### src/rtl/uart_pkg.sv
// rtl/uart_pkg.sv - shared UART constants and receiver state encoding
package uart_pkg;

    localparam int DATA_BITS            = 8;
    localparam int DEFAULT_CLKS_PER_BIT = 104;

    typedef enum logic [2:0] {
        IDLE,
        START,
        DATA,
        STOP,
        BREAK
    } uart_state_e;

endpackage

### src/rtl/uart_sync_2ff.sv
// rtl/uart_sync_2ff.sv - two-flop synchronizer for asynchronous inputs with a reset value
module uart_sync_2ff #(
    parameter int               WIDTH       = 1,
    parameter logic [WIDTH-1:0] RESET_VALUE = '0
) (
    input  logic             clk,
    input  logic             rst,
    input  logic [WIDTH-1:0] async_in,
    output logic [WIDTH-1:0] sync_out
);

    logic [WIDTH-1:0] meta_q;
    logic [WIDTH-1:0] meta_d;
    logic [WIDTH-1:0] sync_q;
    logic [WIDTH-1:0] sync_d;

    always_comb begin
        meta_d = async_in;
        sync_d = meta_q;
    end

    always_ff @(posedge clk) begin
        if (rst) begin
            meta_q <= RESET_VALUE;
            sync_q <= RESET_VALUE;
        end else begin
            meta_q <= meta_d;
            sync_q <= sync_d;
        end
    end

    assign sync_out = sync_q;

endmodule

### src/rtl/uart_rx_8n1.sv
// rtl/uart_rx_8n1.sv - 8N1 UART receiver: start-edge detect, mid-bit sampling, framing check
module uart_rx_8n1
    import uart_pkg::*;
#(
    parameter int CLKS_PER_BIT = DEFAULT_CLKS_PER_BIT
) (
    input  logic                 CLOCK,
    input  logic                 RESET,
    input  logic                 uart_rx,
    output logic [DATA_BITS-1:0] data,
    output logic                 valid,
    output logic                 frame_err,
    output logic                 busy
);

    localparam int                HALF_BIT  = CLKS_PER_BIT / 2;
    localparam int                CNT_W     = $clog2(CLKS_PER_BIT);
    localparam logic [CNT_W-1:0]  HALF_LAST = CNT_W'(HALF_BIT - 1);
    localparam logic [CNT_W-1:0]  BIT_LAST  = CNT_W'(CLKS_PER_BIT - 1);
    localparam logic [2:0]        IDX_LAST  = 3'(DATA_BITS - 1);

    logic                 rx_s;
    logic                 rx_prev_q;
    uart_state_e          state_q, state_d;
    logic [CNT_W-1:0]     cnt_q, cnt_d;
    logic [2:0]           idx_q, idx_d;
    logic [DATA_BITS-1:0] shift_q, shift_d;
    logic [DATA_BITS-1:0] data_q, data_d;
    logic                 valid_q, valid_d;
    logic                 ferr_q, ferr_d;
    logic                 busy_q, busy_d;

    // Idle-high reset value keeps a reset from looking like a start edge.
    uart_sync_2ff #(
        .WIDTH       (1),
        .RESET_VALUE (1'b1)
    ) u_sync (
        .clk      (CLOCK),
        .rst      (RESET),
        .async_in (uart_rx),
        .sync_out (rx_s)
    );

    always_comb begin
        state_d = state_q;
        cnt_d   = cnt_q;
        idx_d   = idx_q;
        shift_d = shift_q;
        data_d  = data_q;
        valid_d = 1'b0;
        ferr_d  = 1'b0;
        busy_d  = (state_q != IDLE);

        case (state_q)
            IDLE: begin
                if (rx_prev_q && !rx_s) begin
                    state_d = START;
                    cnt_d   = '0;
                end
            end
            START: begin
                if (cnt_q == HALF_LAST) begin
                    cnt_d   = '0;
                    idx_d   = '0;
                    state_d = rx_s ? IDLE : DATA;
                end else begin
                    cnt_d = cnt_q + 1'b1;
                end
            end
            DATA: begin
                if (cnt_q == BIT_LAST) begin
                    cnt_d          = '0;
                    shift_d[idx_q] = rx_s;
                    if (idx_q == IDX_LAST) begin
                        state_d = STOP;
                    end else begin
                        idx_d = idx_q + 1'b1;
                    end
                end else begin
                    cnt_d = cnt_q + 1'b1;
                end
            end
            STOP: begin
                if (cnt_q == BIT_LAST) begin
                    cnt_d = '0;
                    if (rx_s) begin
                        data_d  = shift_q;
                        valid_d = 1'b1;
                        state_d = IDLE;
                    end else begin
                        ferr_d  = 1'b1;
                        state_d = BREAK;
                    end
                end else begin
                    cnt_d = cnt_q + 1'b1;
                end
            end
            BREAK: begin
                // A held-low line must go high before the next start edge counts.
                if (rx_s) begin
                    state_d = IDLE;
                end
            end
            default: state_d = IDLE;
        endcase
    end

    always_ff @(posedge CLOCK) begin
        if (RESET) begin
            rx_prev_q <= 1'b1;
            state_q   <= IDLE;
            cnt_q     <= '0;
            idx_q     <= '0;
            shift_q   <= '0;
            data_q    <= '0;
            valid_q   <= 1'b0;
            ferr_q    <= 1'b0;
            busy_q    <= 1'b0;
        end else begin
            rx_prev_q <= rx_s;
            state_q   <= state_d;
            cnt_q     <= cnt_d;
            idx_q     <= idx_d;
            shift_q   <= shift_d;
            data_q    <= data_d;
            valid_q   <= valid_d;
            ferr_q    <= ferr_d;
            busy_q    <= busy_d;
        end
    end

    assign data      = data_q;
    assign valid     = valid_q;
    assign frame_err = ferr_q;
    assign busy      = busy_q;

endmodule

### config.mk
export PLATFORM = sky130hd
export DESIGN_NAME = uart_rx_8n1
export DESIGN_NICKNAME = d
export VERILOG_FILES = /design/src/rtl/uart_pkg.sv /design/src/rtl/uart_sync_2ff.sv /design/src/rtl/uart_rx_8n1.sv
export SDC_FILE = /design/constraint.sdc
export NUM_CORES = 1
export LEC_CHECK = 0
export ABC_AREA = 1
export CAP_MARGIN = 20
export CORE_MARGIN = 1.5
export CORE_UTILIZATION = 48
export DETAILED_ROUTE_END_ITERATION = 8
export GPL_ROUTABILITY_DRIVEN = 0
export PLACE_DENSITY = 0.79
export SYNTH_ARGS = -nofsm -noshare
export SYNTH_HDL_FRONTEND = slang
export SYNTH_HIERARCHICAL = 1
export SYNTH_SLANG_ARGS = --single-unit
### constraint.sdc
create_clock -name CLOCK -period 1.55 [get_ports CLOCK]
set_clock_uncertainty 0.15 [all_clocks]
set_input_delay 0.31 -clock CLOCK [delete_from_list [all_inputs] [get_ports CLOCK]]
set_output_delay 0.31 -clock CLOCK [all_outputs]
set_load 0.01 [all_outputs]
==> results of run 1 <==
metrics by stage:
step	utilization, %	power (uW)
detailed placement	59.7	2170
finish	65.6	3060
global route	65.6	3260
floorplan	-	1840
global placement	59.7	2150
CTS	62.3	2850
worst max-delay path by stage:
stage	start	to	slack, ps	cells after the start
after detailed placement	cnt_q[1]	data[0]	-20	8
after global placement	cnt_q[1]	cnt_q[4]	1	8
after global routing	cnt_q[1]	shift_q[0]	-140	9
after floorplan	cnt_q[1]	data[0]	3	8
after CTS	idx_q[0]	idx_q[2]	8	8
final	cnt_q[1]	shift_q[7]	-20	8
report_power, final:
part / switching [uW] / internal, uW
combinational: 790 / 528
sequential: 91.6 / 996
clock: 316 / 339
layer usage:
layer / vias up / wire, um / GRT usage, %
li1: 814 / - / -
met1: 730 / 1710 / 28.4
met2: 34 / 1740 / 32.0
met3: 5 / 198 / 6.83
met4: 0 / 41 / 7.29
met5: - / 0 / 0
flip-flops by register name (all words and copies together) (netlist names):
register / count
data: 8
shift_q: 8
cnt_q: 7
idx_q: 3
state_q: 3
busy: 1
frame_err: 1
rx_prev_q: 1
u_sync/meta_q: 1
u_sync/sync_out: 1
valid: 1
cell usage in the layout (no fill, tap or decap), types with 2 or more instances in the layout:
cell,count
nand2_2,4
clkbuf_4,5
clkdlybuf4s50_1,2
inv_2,4
nor2_1,42
nand4_1,7
nand2_4,7
dfxtp_2,6
o21ai_1,2
buf_4,18
nand3_2,4
nand3_1,9
a21oi_1,13
nor3_4,2
inv_1,28
nor2_4,5
nand2_1,47
nand3_4,2
o21ai_0,9
dlygate4sd2_1,11
nor2_2,4
dfxtp_1,28
worst max-delay path: stages, from the launching register on:
cell	delay, ps
dfxtp_4	370
ha_4	150
nand2_4	60
nor2_4	100
nand2_4	100
buf_4	160
nor2_4	160
nand4_1	110
a21oi_1	160
area by class of cell:
class	count	area, um2
flip-flops and latches	35	712
clock buffers	5	37.5
clock inverters	3	43.8
repair buffers	33	283
inverters	32	120
multi-input cells	165	936
fillers	294	1150
well taps	46	57.6
kinds of logic after synthesis:
kind of cell               Yosys count  synth area share, %
adders and majority gates            3                 2.24
xor gates and xnor gates             2                 1.05
DFF                                 35                 41.9
AOI/OAI and AO/OA                   26                 8.00
and+or+nand+nor                    134                 38.6
buffers and inverters               36                 8.30
what timing repair did:
action,4_1_cts,5_1_grt
buffers inserted,0,4
gates resized for setup,15,26
pin swaps,2,16
setup endpoints to repair,24,28
==> metrics, run 1 <==
root buf cell clkbuf_4; final worst path period need 1570 ps; run status finished, violations left; instance area after placement about 0.002 mm2; boundary pin count 14; Worst Setup Slack post-DPL -23.3 ps; GRT Resource Usage Total roughly a fifth; number of antenna violations at the first check in global routing 0; top post-synthesis cells by area dfxtp_1, nand2_1, nor2_1; n_diodes 0; Required @ worst endpoint between 1500 and 2000 ps; clock sink count 35; Hold WS 284 ps; CTS tree built; number of DRC markers in iteration 0 45; critical hold path startpoint u_sync/meta_q; worst endpoint data arrival time approximately 1700 ps; number of synthesized register bits 35; fraction of final layout cells sized beyond drive strength 1 26.0%; antenna viol nets, final 0; Post-Syn Area between 0.0015 and 0.002 mm2; final instance area ~0.0022 mm2; DIE AREA a little under 0.004 mm2; total overflow reported by the global router 0; Worst-Margin Slew between 200 and 300 ps; die height 62.1 um; Yosys cell types 22; number of stages on the worst hold path 2; upper clock frequency limit 635 MHz; number of enable flip-flop cells after synthesis 0; maximum buffer depth of the clock tree 2; effective utilization at floorplan 50.2%; clock-pin slew of the registers on the worst-case setup and hold paths 110 ps; Hold Path End u_sync/sync_out; Critical Path Sink Type register; source-to-sink clock delay at the later pin of the worst-skew pair 340 ps; Yosys Warn Count 6; Cells after Synth between 200 and 250; endpoint of the lowest-slack register-to-register path shift_q[7]; leading cell type by number of instances after synthesis nand2_1; failing checks setup timing; number of CTS-inserted buffers 5; Row Count 21; reg-to-reg slack, setup -20 ps; Detail Placement HPWL between 2000 and 3000 um; period utilization 102%; type of the setup path with the least slack reg2reg; via density per instance 4.96; number of hold violations in the final report 0; leading register cell type out of synthesis dfxtp_1; total power per unit cell area roughly 1400 mW/mm2; post-route setup slack -24.7 ps; summed negative setup slack over all endpoints -84.4 ps; startpoint kind of the worst setup timing path register; ranking of synthesized cells by instance count nand2_1, nor2_1, dfxtp_1, inv_1, a21oi_1; total wirelength of the detailed-routed design about 3700 um; reported max-cap violation count 0; biggest fanout along the worst timing path 8; CTS HTree Levels 2; number of placed cells counting well taps about 300; setup repair after global routing missed its margin yes; Net count, final 278; synthesized area per cell 7.09 um2; router iterations before antenna repair 4; cell leakage power roughly 0.0010 uW; Area growth syn-to-layout 30.8%; Setup Viol. Count Final 6; via count 1583; Crit Reg-Reg Startpoint cnt_q[1]; core outline area between 0.003 and 0.004 mm2; area share of the largest cell type after synthesis about two fifths; DRC errors left 0; length in cells of the worst reg-to-reg path 8; die width ~62 um; wire length of the first global-routing pass 5970 um; class of the most critical hold timing path reg2reg; hold-fix buffers at CTS 0; maximum number of pins on one net before global-route repair 19; relative slew slack between 80% and 90%; mean routed wirelength per cell 11.6 um; number of global-route vias before repair between 1000 and 1500; net count of the mapped netlist around 240; final instance count without filler cells around 320; Max Transition Viols Final 0; Port Buf Inserts 13; share of synthesized area occupied by flip-flops and latches around two fifths; share of flip-flops with an asynchronous set or reset after synthesis 0%; maximum vdd ir drop approximately 0.78 mV; largest area contributor in the netlist dfxtp_1
Note: power is estimated with default switching activity, not from simulation.
==> run 2: changes to the inputs <==
--- a/config.mk
+++ b/config.mk
@@ -11,7 +11,7 @@
 export CORE_UTILIZATION = 48
 export DETAILED_ROUTE_END_ITERATION = 8
 export GPL_ROUTABILITY_DRIVEN = 0
-export PLACE_DENSITY = 0.79
+export PLACE_DENSITY = 0.76
 export SYNTH_ARGS = -nofsm -noshare
 export SYNTH_HDL_FRONTEND = slang
 export SYNTH_HIERARCHICAL = 1
==> constraint.sdc (replaced) <==
create_clock -name CLOCK -period 2 [get_ports CLOCK]
set_clock_uncertainty 0.15 [all_clocks]
set_input_delay 0.4 -clock CLOCK [delete_from_list [all_inputs] [get_ports CLOCK]]
set_output_delay 0.4 -clock CLOCK [all_outputs]
set_load 0.01 [all_outputs]
==> run 2 against run 1 <==
  * The run now ends clean
  * Via count fell by 8.7%
  * First-iteration DRC count stayed put
  * Critical path type is now reg2out
  * Cell count fell by 4.7%
  * Largest cell class unchanged
  * Clock-buffer cell count up 1
  * Worst hold slack worse by 11 ps
  * Die area unchanged
  * Sequential power down 23%
  * Critical path depth shrank 7
  * Sequential share of layout area rose by 3.1 points
==> metrics, run 2 (same netlist as run 1, synthesis figures left out) <==
maximum vdd ir drop 0.514 mV (-34%); startpoint kind of the worst setup timing path register; biggest fanout along the worst timing path 2 (-6); number of hold violations in the final report 0 (unchanged); DRC errors left 0 (unchanged); Critical Path Sink Type primary output; wire length of the first global-routing pass 5780 um (-3.2%); number of CTS-inserted buffers 5 (unchanged); Max Transition Viols Final 0 (unchanged); reported max-cap violation count 0 (unchanged); instance area after placement 0.00187 mm2 (-6.0%); number of DRC markers in iteration 0 45 (unchanged); clock sink count 35 (unchanged); die height 62.1 um (unchanged); total overflow reported by the global router 0 (unchanged); Row Count 21 (unchanged); effective utilization at floorplan 50.2% (unchanged); Worst Setup Slack post-DPL 201 ps (+224 ps); die width 62.1 um (unchanged); commonest non-fill, non-tap cells in the layout nand2_1, nor2_1, dfxtp_1; Area growth syn-to-layout 17.5%; total power per unit cell area 1060 mW/mm2 (-24%); worst endpoint data arrival time 1230 ps (-480 ps); via density per instance 4.76 (-4.1%); maximum buffer depth of the clock tree 2 (unchanged); Max stage delay cell, worst path clkdlybuf4s50_1; reg-to-reg slack, setup 240 ps (+260 ps); CTS HTree Levels 2 (unchanged); hold-fix buffers at CTS 0 (unchanged); Net count, final 263 (-5.4%); summed negative setup slack over all endpoints 0 ps (+84.4 ps); boundary pin count 14 (unchanged); number of post-CTS setup repair buffers 0 (unchanged); final instance area 0.00197 mm2 (-10%); class of the most critical hold timing path reg2reg; run status finished, final reports clean; Worst-Margin Slew 323 ps (+72.9 ps); n_diodes 0 (unchanged); period utilization 89.1%; total buffers and inverters traversed by the critical path 1 (unchanged); final worst path period need roughly 1800 ps; mean routed wirelength per cell 11.0 um (-5.1%); root buf cell clkbuf_4; worst path cell trace clkdlybuf4s50_1; CTS tree built; final core utilization 58.9% (-6.7 points); post-route setup slack 218 ps (+243 ps); fraction of final layout cells sized beyond drive strength 1 12.8% (-13 points); Setup Viol. Count Final 0 (-6); upper clock frequency limit approximately 560 MHz; cell leakage power 0.000901 uW (-14%); clock-pin slew of the registers on the worst-case setup and hold paths 110 ps (about the same); GRT Resource Usage Total 20.6% (-0.53 points); antenna viol nets, final 0 (unchanged); fillcell total 342 (+16%); Detail Placement HPWL 2420 um (-4.5%); most common cell after layout, fill and taps aside nand2_1; setup repair after global routing missed its margin no; core outline area 0.00334 mm2 (unchanged); total wirelength of the detailed-routed design 3340 um (-9.6%); router iterations before antenna repair 4 (unchanged); number of antenna violations at the first check in global routing 0 (unchanged); number of global-route vias before repair 1321 (-6.1%); DIE AREA 0.00385 mm2 (unchanged); PostCTS Resize Cnt 0 (-15); largest incremental delay on the critical path 540 ps (+170 ps); Required @ worst endpoint 1450 ps (-240 ps); gate family responsible for the most delay along the worst path buffers and inverters; type of the setup path with the least slack reg2out; relative slew slack 78.4% (-4.8 points); maximum number of pins on one net before global-route repair 15 (-4); source-to-sink clock delay at the later pin of the worst-skew pair 340 ps (about the same); Port Buf Inserts 13 (unchanged); via count 1446 (-8.7%)
run 2: cell types whose count changed in the layout (fill, tap and decap cells not counted), moves of 3 or more:
| cell | delta |
|---|---|
| clkdlybuf4s50_1 | +11 |
| dfxtp_2 | -6 |
| nand2_1 | +6 |
| nand2_2 | -4 |
| buf_4 | -13 |
| nor2_1 | +4 |
| nor2_4 | -3 |
| dlygate4sd2_1 | -11 |
| dfxtp_1 | +7 |
run 2: layer usage:
| layer | up-vias | GRT usage [%] | wire [um] |
|---|---|---|---|
| li1 | 780 | - | - |
| met1 | 637 | 27.6 | 1700 |
| met2 | 24 | 31.4 | 1470 |
| met3 | 5 | 6.21 | 123 |
| met4 | 0 | 7.29 | 46 |
| met5 | - | 0 | 0 |
run 2: area by class of cell:
class                           count  area [um2]  share of cell area, %
Multi-Input combinational cell    165         835                   42.4
Sequential cell                    35         701                   35.6
Timing Repair Buffer               18         168                   8.52
Inverter                           32         120                   6.11
Tap cell                           46        57.6                   2.93
Clock buffer                        6        51.3                   2.61
Clock inverter                      2        35.0                   1.78
run 2: metrics by stage:
stage | hold slack [ps] | cells | power, uW
2_1_floorplan | 237 | 236 | 1420
3_3_place_gp | 246 | 295 | 1550
3_5_place_dp | 250 | 295 | 1560
4_1_cts | 276 | 303 | 2100
5_1_grt | 312 | 304 | 2250
6_report | 273 | 304 | 2090
run 2: where the power goes:
part / leakage, uW / internal (uW) / switching [uW]
logic: 0.000570 / 241 / 467
clock network: 0.0000482 / 295 / 245
registers: 0.000283 / 761 / 77.6
total: 0.000901 / 1300 / 790
run 2: path summary, 6_finish.rpt:
path | from | to | cells past startpoint
max | data[5] | data[5] | 1
min | u_sync/meta_q | u_sync/sync_out | 2
max reg2reg | cnt_q[1] | data[3] | 8
min reg2reg | u_sync/meta_q | u_sync/sync_out | 2
